===== config.mk =====
export PLATFORM = sky130hd
export DESIGN_NAME = ps2_scancode_decoder
export DESIGN_NICKNAME = d
export VERILOG_FILES = /design/src/rtl/ps2_scancode_decoder_pkg.sv /design/src/rtl/ps2_scancode_decoder_frame_check.sv /design/src/rtl/ps2_scancode_decoder.sv
export SDC_FILE = /design/constraint.sdc
export NUM_CORES = 1
export LEC_CHECK = 0
export CAP_MARGIN = 20
export CORE_MARGIN = 5
export CORE_UTILIZATION = 25
export DETAILED_ROUTE_END_ITERATION = 10
export SLEW_MARGIN = 10
export SYNTH_ARGS = -nofsm -noshare
export SYNTH_HDL_FRONTEND = slang
export SYNTH_HIERARCHICAL = 1
export SYNTH_SLANG_ARGS = --single-unit

===== constraint.sdc =====
create_clock -name sys_clk -period 1.9 [get_ports sys_clk]
set_input_delay 0.19 -clock sys_clk [delete_from_list [all_inputs] [get_ports sys_clk]]
set_output_delay 0.19 -clock sys_clk [all_outputs]
set_load 0.03 [all_outputs]

===== src/rtl/ps2_scancode_decoder_pkg.sv =====
// rtl/ps2_scancode_decoder_pkg.sv - shared scancode constants, FSM encodings and event type
//
// Purpose: scancode byte values, decoder state encodings and the key event
// record shared by the PS/2 scancode decoder and its frame checker.
package ps2_scancode_decoder_pkg;

  // Prefix and overrun bytes
  localparam logic [7:0] CODE_E0   = 8'hE0;
  localparam logic [7:0] CODE_F0   = 8'hF0;
  localparam logic [7:0] CODE_OVR0 = 8'h00;
  localparam logic [7:0] CODE_OVR1 = 8'hFF;

  // Extended arrow keys (all arrive behind an E0 prefix)
  localparam logic [7:0] KEY_UP    = 8'h75;
  localparam logic [7:0] KEY_DOWN  = 8'h72;
  localparam logic [7:0] KEY_LEFT  = 8'h6B;
  localparam logic [7:0] KEY_RIGHT = 8'h74;

  // Decoder states
  localparam logic [1:0] ST_IDLE     = 2'd0;
  localparam logic [1:0] ST_GOT_E0   = 2'd1;
  localparam logic [1:0] ST_GOT_F0   = 2'd2;
  localparam logic [1:0] ST_GOT_E0F0 = 2'd3;

  typedef struct packed {
    logic [7:0] code;
    logic       ext;
    logic       brk;
  } key_evt_t;

  function automatic logic is_prefix(input logic [7:0] d);
    return (d == CODE_E0) || (d == CODE_F0);
  endfunction

  function automatic logic is_overrun(input logic [7:0] d);
    return (d == CODE_OVR0) || (d == CODE_OVR1);
  endfunction

endpackage


===== src/rtl/ps2_scancode_decoder_frame_check.sv =====
// rtl/ps2_scancode_decoder_frame_check.sv - combinational PS/2 11-bit frame validator
//
// Purpose: checks start, stop and odd parity of one PS/2 frame and extracts
// the data byte. Purely combinational so it can sit on any PS/2 path.
// Ports:
//   frame_i  11-bit frame: [0]=start, [8:1]=data LSB first, [9]=parity, [10]=stop
//   ok_o     1 when start=0, stop=1 and data+parity has odd parity
//   data_o   data byte
module ps2_frame_check (
  input  logic [10:0] frame_i,
  output logic        ok_o,
  output logic [7:0]  data_o
);

  assign data_o = frame_i[8:1];
  assign ok_o   = (frame_i[0] == 1'b0) && (frame_i[10] == 1'b1) && (^frame_i[9:1] == 1'b1);

endmodule


===== src/rtl/ps2_scancode_decoder.sv =====
// rtl/ps2_scancode_decoder.sv - PS/2 frame validation, prefix stripping and arrow key levels
//
// Purpose: consumes completed PS/2 frames, strips E0/F0 prefixes, emits one
// key event per key action, tracks held state of the four extended arrow
// keys and pulses frame/sequence errors.
// Ports:
//   sys_clk, reset       clock, asynchronous active-high reset
//   frame_valid, frame   one-cycle frame strobe and 11-bit frame
//   key_valid            one-cycle event strobe for key_code/key_ext/key_break
//   key_code/ext/break   last emitted event (held until the next key_valid)
//   up/down/left/right   held levels of E0-75/E0-72/E0-6B/E0-74
//   frame_error          one-cycle pulse on bad start/stop/parity
//   seq_error            one-cycle pulse on bad prefix order, overrun or timeout
module ps2_scancode_decoder
  import ps2_scancode_decoder_pkg::*;
#(
  parameter int TIMEOUT_CYCLES = 100000,
  parameter int TIMER_W        = 17
) (
  input  logic        sys_clk,
  input  logic        reset,
  input  logic        frame_valid,
  input  logic [10:0] frame,
  output logic        key_valid,
  output logic [7:0]  key_code,
  output logic        key_ext,
  output logic        key_break,
  output logic        up,
  output logic        down,
  output logic        left,
  output logic        right,
  output logic        frame_error,
  output logic        seq_error
);

  localparam logic [TIMER_W-1:0] TIMER_LAST = TIMER_W'(TIMEOUT_CYCLES - 1);

  logic             ok;
  logic [7:0]       data;

  logic [1:0]       state_q, state_d;
  logic [TIMER_W-1:0] timer_q, timer_d;
  logic             key_valid_q, key_valid_d;
  key_evt_t         evt_q, evt_d;
  logic [3:0]       arrows_q, arrows_d;   // {right, left, down, up}
  logic             frame_error_q, frame_error_d;
  logic             seq_error_q, seq_error_d;

  ps2_frame_check u_frame_check (
    .frame_i (frame),
    .ok_o    (ok),
    .data_o  (data)
  );

  always_comb begin
    state_d       = state_q;
    timer_d       = timer_q;
    key_valid_d   = 1'b0;
    evt_d         = evt_q;
    arrows_d      = arrows_q;
    frame_error_d = 1'b0;
    seq_error_d   = 1'b0;

    if (frame_valid) begin
      // Every decoded frame either enters a fresh prefix state or returns to
      // IDLE, so the timer restarts from zero in all cases.
      timer_d = '0;
      if (!ok) begin
        frame_error_d = 1'b1;
        state_d       = ST_IDLE;
      end else if (is_overrun(data)) begin
        seq_error_d = 1'b1;
        state_d     = ST_IDLE;
      end else begin
        case (state_q)
          ST_IDLE: begin
            if (data == CODE_E0) begin
              state_d = ST_GOT_E0;
            end else if (data == CODE_F0) begin
              state_d = ST_GOT_F0;
            end else begin
              key_valid_d = 1'b1;
              evt_d       = '{code: data, ext: 1'b0, brk: 1'b0};
            end
          end
          ST_GOT_E0: begin
            if (data == CODE_F0) begin
              state_d = ST_GOT_E0F0;
            end else if (data == CODE_E0) begin
              state_d = ST_GOT_E0;
            end else begin
              key_valid_d = 1'b1;
              evt_d       = '{code: data, ext: 1'b1, brk: 1'b0};
              state_d     = ST_IDLE;
            end
          end
          ST_GOT_F0: begin
            state_d = ST_IDLE;
            if (is_prefix(data)) begin
              seq_error_d = 1'b1;
            end else begin
              key_valid_d = 1'b1;
              evt_d       = '{code: data, ext: 1'b0, brk: 1'b1};
            end
          end
          default: begin
            state_d = ST_IDLE;
            if (is_prefix(data)) begin
              seq_error_d = 1'b1;
            end else begin
              key_valid_d = 1'b1;
              evt_d       = '{code: data, ext: 1'b1, brk: 1'b1};
            end
          end
        endcase
      end
    end else if (state_q != ST_IDLE) begin
      // A frame in the same cycle takes the branch above, so a frame landing
      // exactly on the last timer count is decoded rather than timed out.
      if (timer_q == TIMER_LAST) begin
        seq_error_d = 1'b1;
        state_d     = ST_IDLE;
        timer_d     = '0;
      end else begin
        timer_d = timer_q + 1'b1;
      end
    end

    // Only extended events touch the arrow levels; make sets, break clears.
    if (key_valid_d && evt_d.ext) begin
      case (evt_d.code)
        KEY_UP:    arrows_d[0] = ~evt_d.brk;
        KEY_DOWN:  arrows_d[1] = ~evt_d.brk;
        KEY_LEFT:  arrows_d[2] = ~evt_d.brk;
        KEY_RIGHT: arrows_d[3] = ~evt_d.brk;
        default:   arrows_d    = arrows_q;
      endcase
    end
  end

  always_ff @(posedge sys_clk or posedge reset) begin
    if (reset) begin
      state_q       <= ST_IDLE;
      timer_q       <= '0;
      key_valid_q   <= 1'b0;
      evt_q         <= '0;
      arrows_q      <= '0;
      frame_error_q <= 1'b0;
      seq_error_q   <= 1'b0;
    end else begin
      state_q       <= state_d;
      timer_q       <= timer_d;
      key_valid_q   <= key_valid_d;
      evt_q         <= evt_d;
      arrows_q      <= arrows_d;
      frame_error_q <= frame_error_d;
      seq_error_q   <= seq_error_d;
    end
  end

  assign key_valid   = key_valid_q;
  assign key_code    = evt_q.code;
  assign key_ext     = evt_q.ext;
  assign key_break   = evt_q.brk;
  assign up          = arrows_q[0];
  assign down        = arrows_q[1];
  assign left        = arrows_q[2];
  assign right       = arrows_q[3];
  assign frame_error = frame_error_q;
  assign seq_error   = seq_error_q;

endmodule


# Word-level counts from Yosys, hierarchy flattened
# Index checks and enable logic that the tools add are counted.
# classes
addsub	1
eq_ne	11
mux	41
bitwise_logic	2
n_reduce_logical	17
# ops
cell	count
$mux 10	9
$mux 17	3
$eq 8x7->1 const B	4
$pmux 10 s3	1
$eq 8x8->1 const B	3
$mux 1	18
$add 17x1->17 const B	1
$eq 17x17->1 const B	1
$mux 2	8
$reduce_xor 9->1	1
$logic_not 8->1	1
$reduce_and 2->1	4
$ne 6x6->1 const B	1
$reduce_bool 2->1	3
$pmux 2 s2	1
$logic_and 1x1->1	3
$reduce_and 3->1	1
$eq 2x1->1 const B	1
$eq 2x2->1 const B	1
$logic_not 2->1	1
$logic_or 1x1->1	2
$not 1->1	2
$pmux 1 s2	1
$reduce_or 2->1	1
# word_totals
ff_bits	36

# Depth between registers and ports, before layout
# logic_depth
word_depth	9
ltp_mapped	8
depth_no_buf	8

# Hierarchy
# Netlist, hierarchy kept.
# modules_own_cells
mod	instances	cells_per_inst	area_each_um2	seq_area_each_um2
ps2_scancode_decoder	1	179	1776.7	900.9
ps2_frame_check	1	16	157.7	0.0

# Worst setup path after synthesis
# OpenSTA, ideal clock, no wires.
# synth_path
kind	in2reg
from	input port frame[4]
to	register evt_q, in the netlist key_code[0]
setup_ps	125
arrival_ps	2138
t_required_ps	1775
path_slack_ps	-363
stages	7
n_path_buf	1
path_cell_list	xnor3_1 > or3b_1 > mux2i_1 > nand2_1 > o22ai_1 > clkbuf_1 > mux2_2
# synth_rtl
element	line	rtl
start: declaration	ps2_scancode_decoder.sv:23	input logic [10:0] frame,
end signal: assignment	ps2_scancode_decoder.sv:154	evt_q <= evt_d;
end: declaration	ps2_scancode_decoder.sv:44	key_evt_t evt_q, evt_d;

# Worst setup path in the final report
# layout_path
from	register timer_q[8]
to	register state_q[1]
# layout_via
elab_chain_len	3
# layout_rtl
element	line	rtl
start: declaration	ps2_scancode_decoder.sv:42	logic [TIMER_W-1:0] timer_q, timer_d;
start signal: assignment	ps2_scancode_decoder.sv:152	timer_q <= timer_d;
$eq 17x17->1	ps2_scancode_decoder.sv:120	if (timer_q == TIMER_LAST) begin
$reduce_bool 2->1 (no line)	--	
$reduce_and 3->1 (no line)	--	
end signal: assignment	ps2_scancode_decoder.sv:151	state_q <= state_d;
end: declaration	ps2_scancode_decoder.sv:41	logic [1:0] state_q, state_d;
# No other way between the ends.
# A chain may end at the register's enable or synchronous reset.

==> results.json <==
{
  "crit_start": "timer_q[8]$_DFFE_PP0P_",
  "route.detailed.wl_per_inst_um": 13.5,
  "grt_pass1_vias": 1714,
  "synthesis.area_sq_um": 1930,
  "ys_warn_count": 6,
  "hold_class": "input pin to flop",
  "htreeDepth": 2,
  "fin_nets": 273,
  "grt_usage_pct": 10.5,
  "critPathMaxStageDelay_ps": 570,
  "clock_latency_ps": 290,
  "status": "finished clean",
  "hold_violations": 0,
  "critPathSlowestCell": "or4b_4",
  "synth_edf_count": 0,
  "grt_start_max_net_pins": 37,
  "crit_fanout": 2,
  "ios": 31,
  "crit_chain": "or4b_4 -> or4_1 -> a32o_1",
  "yosysUniqueCellTypes": 40,
  "cp.required_ps": 2070,
  "worstSetupStartpointType": "flop",
  "report.final.setup_viol": 0,
  "synth_nets": 210,
  "register_area_sq_um": 901,
  "fin_util_pct": 36.2,
  "maxSlewViolCount": 0,
  "placed_cells": 350,
  "numPortBuffers": 30,
  "fp.coreArea_sq_um": 7650,
  "overflow": 0,
  "fmax_ghz": 0.530,
  "die_x_um": 98.0,
  "worstSetupPathType": "flop to flop",
  "hold_start": "frame[3]",
  "holdWs_ps": 254,
  "clock-root-buffer": "clkbuf_8",
  "cap_viol_max_count": 0,
  "die_h_um": 98.0,
  "avgViaCountPerCell": 4.73,
  "first_pass_iters": 4,
  "antenna_found_initial": 0,
  "avgSynthCellArea_sq_um": 9.92,
  "synth_ff_type": "dfrtp_1",
  "ctsHoldBuffers": 0,
  "synth_seq_area_share_pct": 46.6,
  "worst_pin_slew_ps": 479,
  "top_layer_used": "met4",
  "max-slew-margin-rel_pct": 67.8,
  "synthArstFlopShare_pct": 100,
  "clock-sinks": 36,
  "critPathBufInv": 0,
  "grt_pass1_wl_um": 8260,
  "crit_family": "simple AND/OR/NAND/NOR gates",
  "fillers": 764,
  "die_area_sq_um": 9600,
  "wl_um": 4850,
  "synth_cells": 195,
  "r2r-start": "timer_q[8]$_DFFE_PP0P_",
  "drc_errors": 0,
  "met3_length_um": 190,
  "finalSetupTns_ps": 0,
  "place.gp.congestion": 0.804,
  "finalNonFillerCells": 360,
  "clk_pin_slew_ps": 70,
  "critical_path_arrival_ps": 2060,
  "numCtsBuffers": 5,
  "drive_gt1_share_pct": 27.9,
  "postRouteAntennaNets": 0,
  "vias": 1701,
  "wl_met2_um": 2360,
  "power.density_nw_per_um2": 782,
  "synthToLayoutAreaGrowth_pct": 43.0,
  "fin_skew_ps": 8.14,
  "final.min_clock_period_ps": 1890,
  "cp-end-kind": "flop",
  "antenna_cells": 0,
  "rows": 32,
  "drtIter0Drc": 39,
  "clock_path_buffers": 2,
  "rsz0062_at_grt": "yes",
  "multi_input_comb_area_sq_um": 1020,
  "max-vdd-ir-drop_uv": 266,
  "initial_utilization_pct": 25.3,
  "wirelength_met1_um": 2230,
  "cts_tree": "done",
  "synth-seq-cells": 36,
  "dp_hpwl_um": 3490,
  "cellLeakagePower_nw": 1.18,
  "finalCritPeriodShare_pct": 99.3
}
report_power, final:
group          internal, mW  total (mW)  leakage (nW)  switching [mW]
Sequential            0.863       0.915         0.467          0.0525
Clock                 0.249       0.512        0.0410           0.263
Combinational         0.368       0.736         0.669           0.369
Total                  1.48        2.16          1.18           0.684
cell type report:
class	count	share of cell area [%]
clock inverters	1	0.181
clock buffers	6	2.62
flip-flops and latches	36	32.6
repair buffers	70	22.1
well taps	102	4.61
inverters	7	0.950
multi-input cells	138	37.0
what timing repair did:
item                       CTS  global route
setup endpoints to repair   19            27
pin swaps                    6             6
setup buffers                0             3
resized for setup           31            23
worst paths after layout:
| path | end | slack (ps) | cells after the start |
|---|---|---|---|
| max in group asynchronous | key_code[6]$_DFF_PP0_ | 1260 | 3 |
| worst max register to register | state_q[1]$_DFFE_PP0P_ | 10 | 3 |
| worst min-delay path | key_code[2]$_DFF_PP0_ | 250 | 3 |
| worst max-delay path | state_q[1]$_DFFE_PP0P_ | 10 | 3 |
| min in group asynchronous | timer_q[16]$_DFFE_PP0P_ | 310 | 3 |
| worst min register to register | timer_q[16]$_DFFE_PP0P_ | 480 | 1 |
synth_stat cells (all sizes together) (4+ instances only):
library cell / n / area (sq um)
inv: 7 / 26.3
buf: 9 / 67.6
a31oi: 4 / 25.0
nor2: 15 / 56.3
clkbuf: 5 / 18.8
a21oi: 6 / 30.0
dfrtp: 36 / 901
nand3: 10 / 50.1
nor4: 4 / 25.0
nor3: 5 / 25.0
mux2: 7 / 78.8
mux2i: 4 / 40.0
nand2: 14 / 52.6
o21ai: 24 / 120
nand4: 5 / 31.3
layout by cell type (no fill, tap or decap), types with 7 or more instances in the layout:
cell and n:
buf_4 36, buf_6 7, clkdlybuf4s50_1 20, dfrtp_1 36, inv_1 7, mux2_4 7
nand2_1 13, nand3_1 9, nor2_1 13, o21ai_1 18
worst min-delay path: cells and delay by family:
kind / cells / cell delay, ps
buf+inv: 2 / 180
mux: 1 / 140
metal layers:
layer | global-route usage [%] | up-vias
met5 | 0 | -
met1 | 13.9 | 825
met3 | 3.07 | 7
li1 | - | 841
met2 | 16.3 | 28
met4 | 3.41 | 0
state kept, by name, indices dropped and copies added (netlist names):
register and count:
key_valid 1, key_ext 1, key_break 1, state_q 2
seq_error 1, timer_q 17, frame_error 1, arrows_q 4
key_code 8
cell families after synthesis:
| group | synth area share (%) |
|---|---|
| multiplexers | 6.15 |
| XOR/XNOR | 4.59 |
| adder cells (fa/ha/maj) | 0.647 |
| AO/OA/AOI/OAI | 16.5 |
| buffers and inverters | 5.82 |
| flip-flops | 46.6 |
| AND/OR/NAND/NOR | 19.7 |
metrics by stage:
step                power (mW)  area (sq um)  setup slack, ps
floorplan                 1.31          1960             -175
CTS                       2.17          2690            -26.8
finish                    2.16          2770             12.6
global placement          1.59          2570             -664
global route              2.28          2770            -44.6
detailed placement        1.60          2570             -745
(Power assumes the default switching activity.)
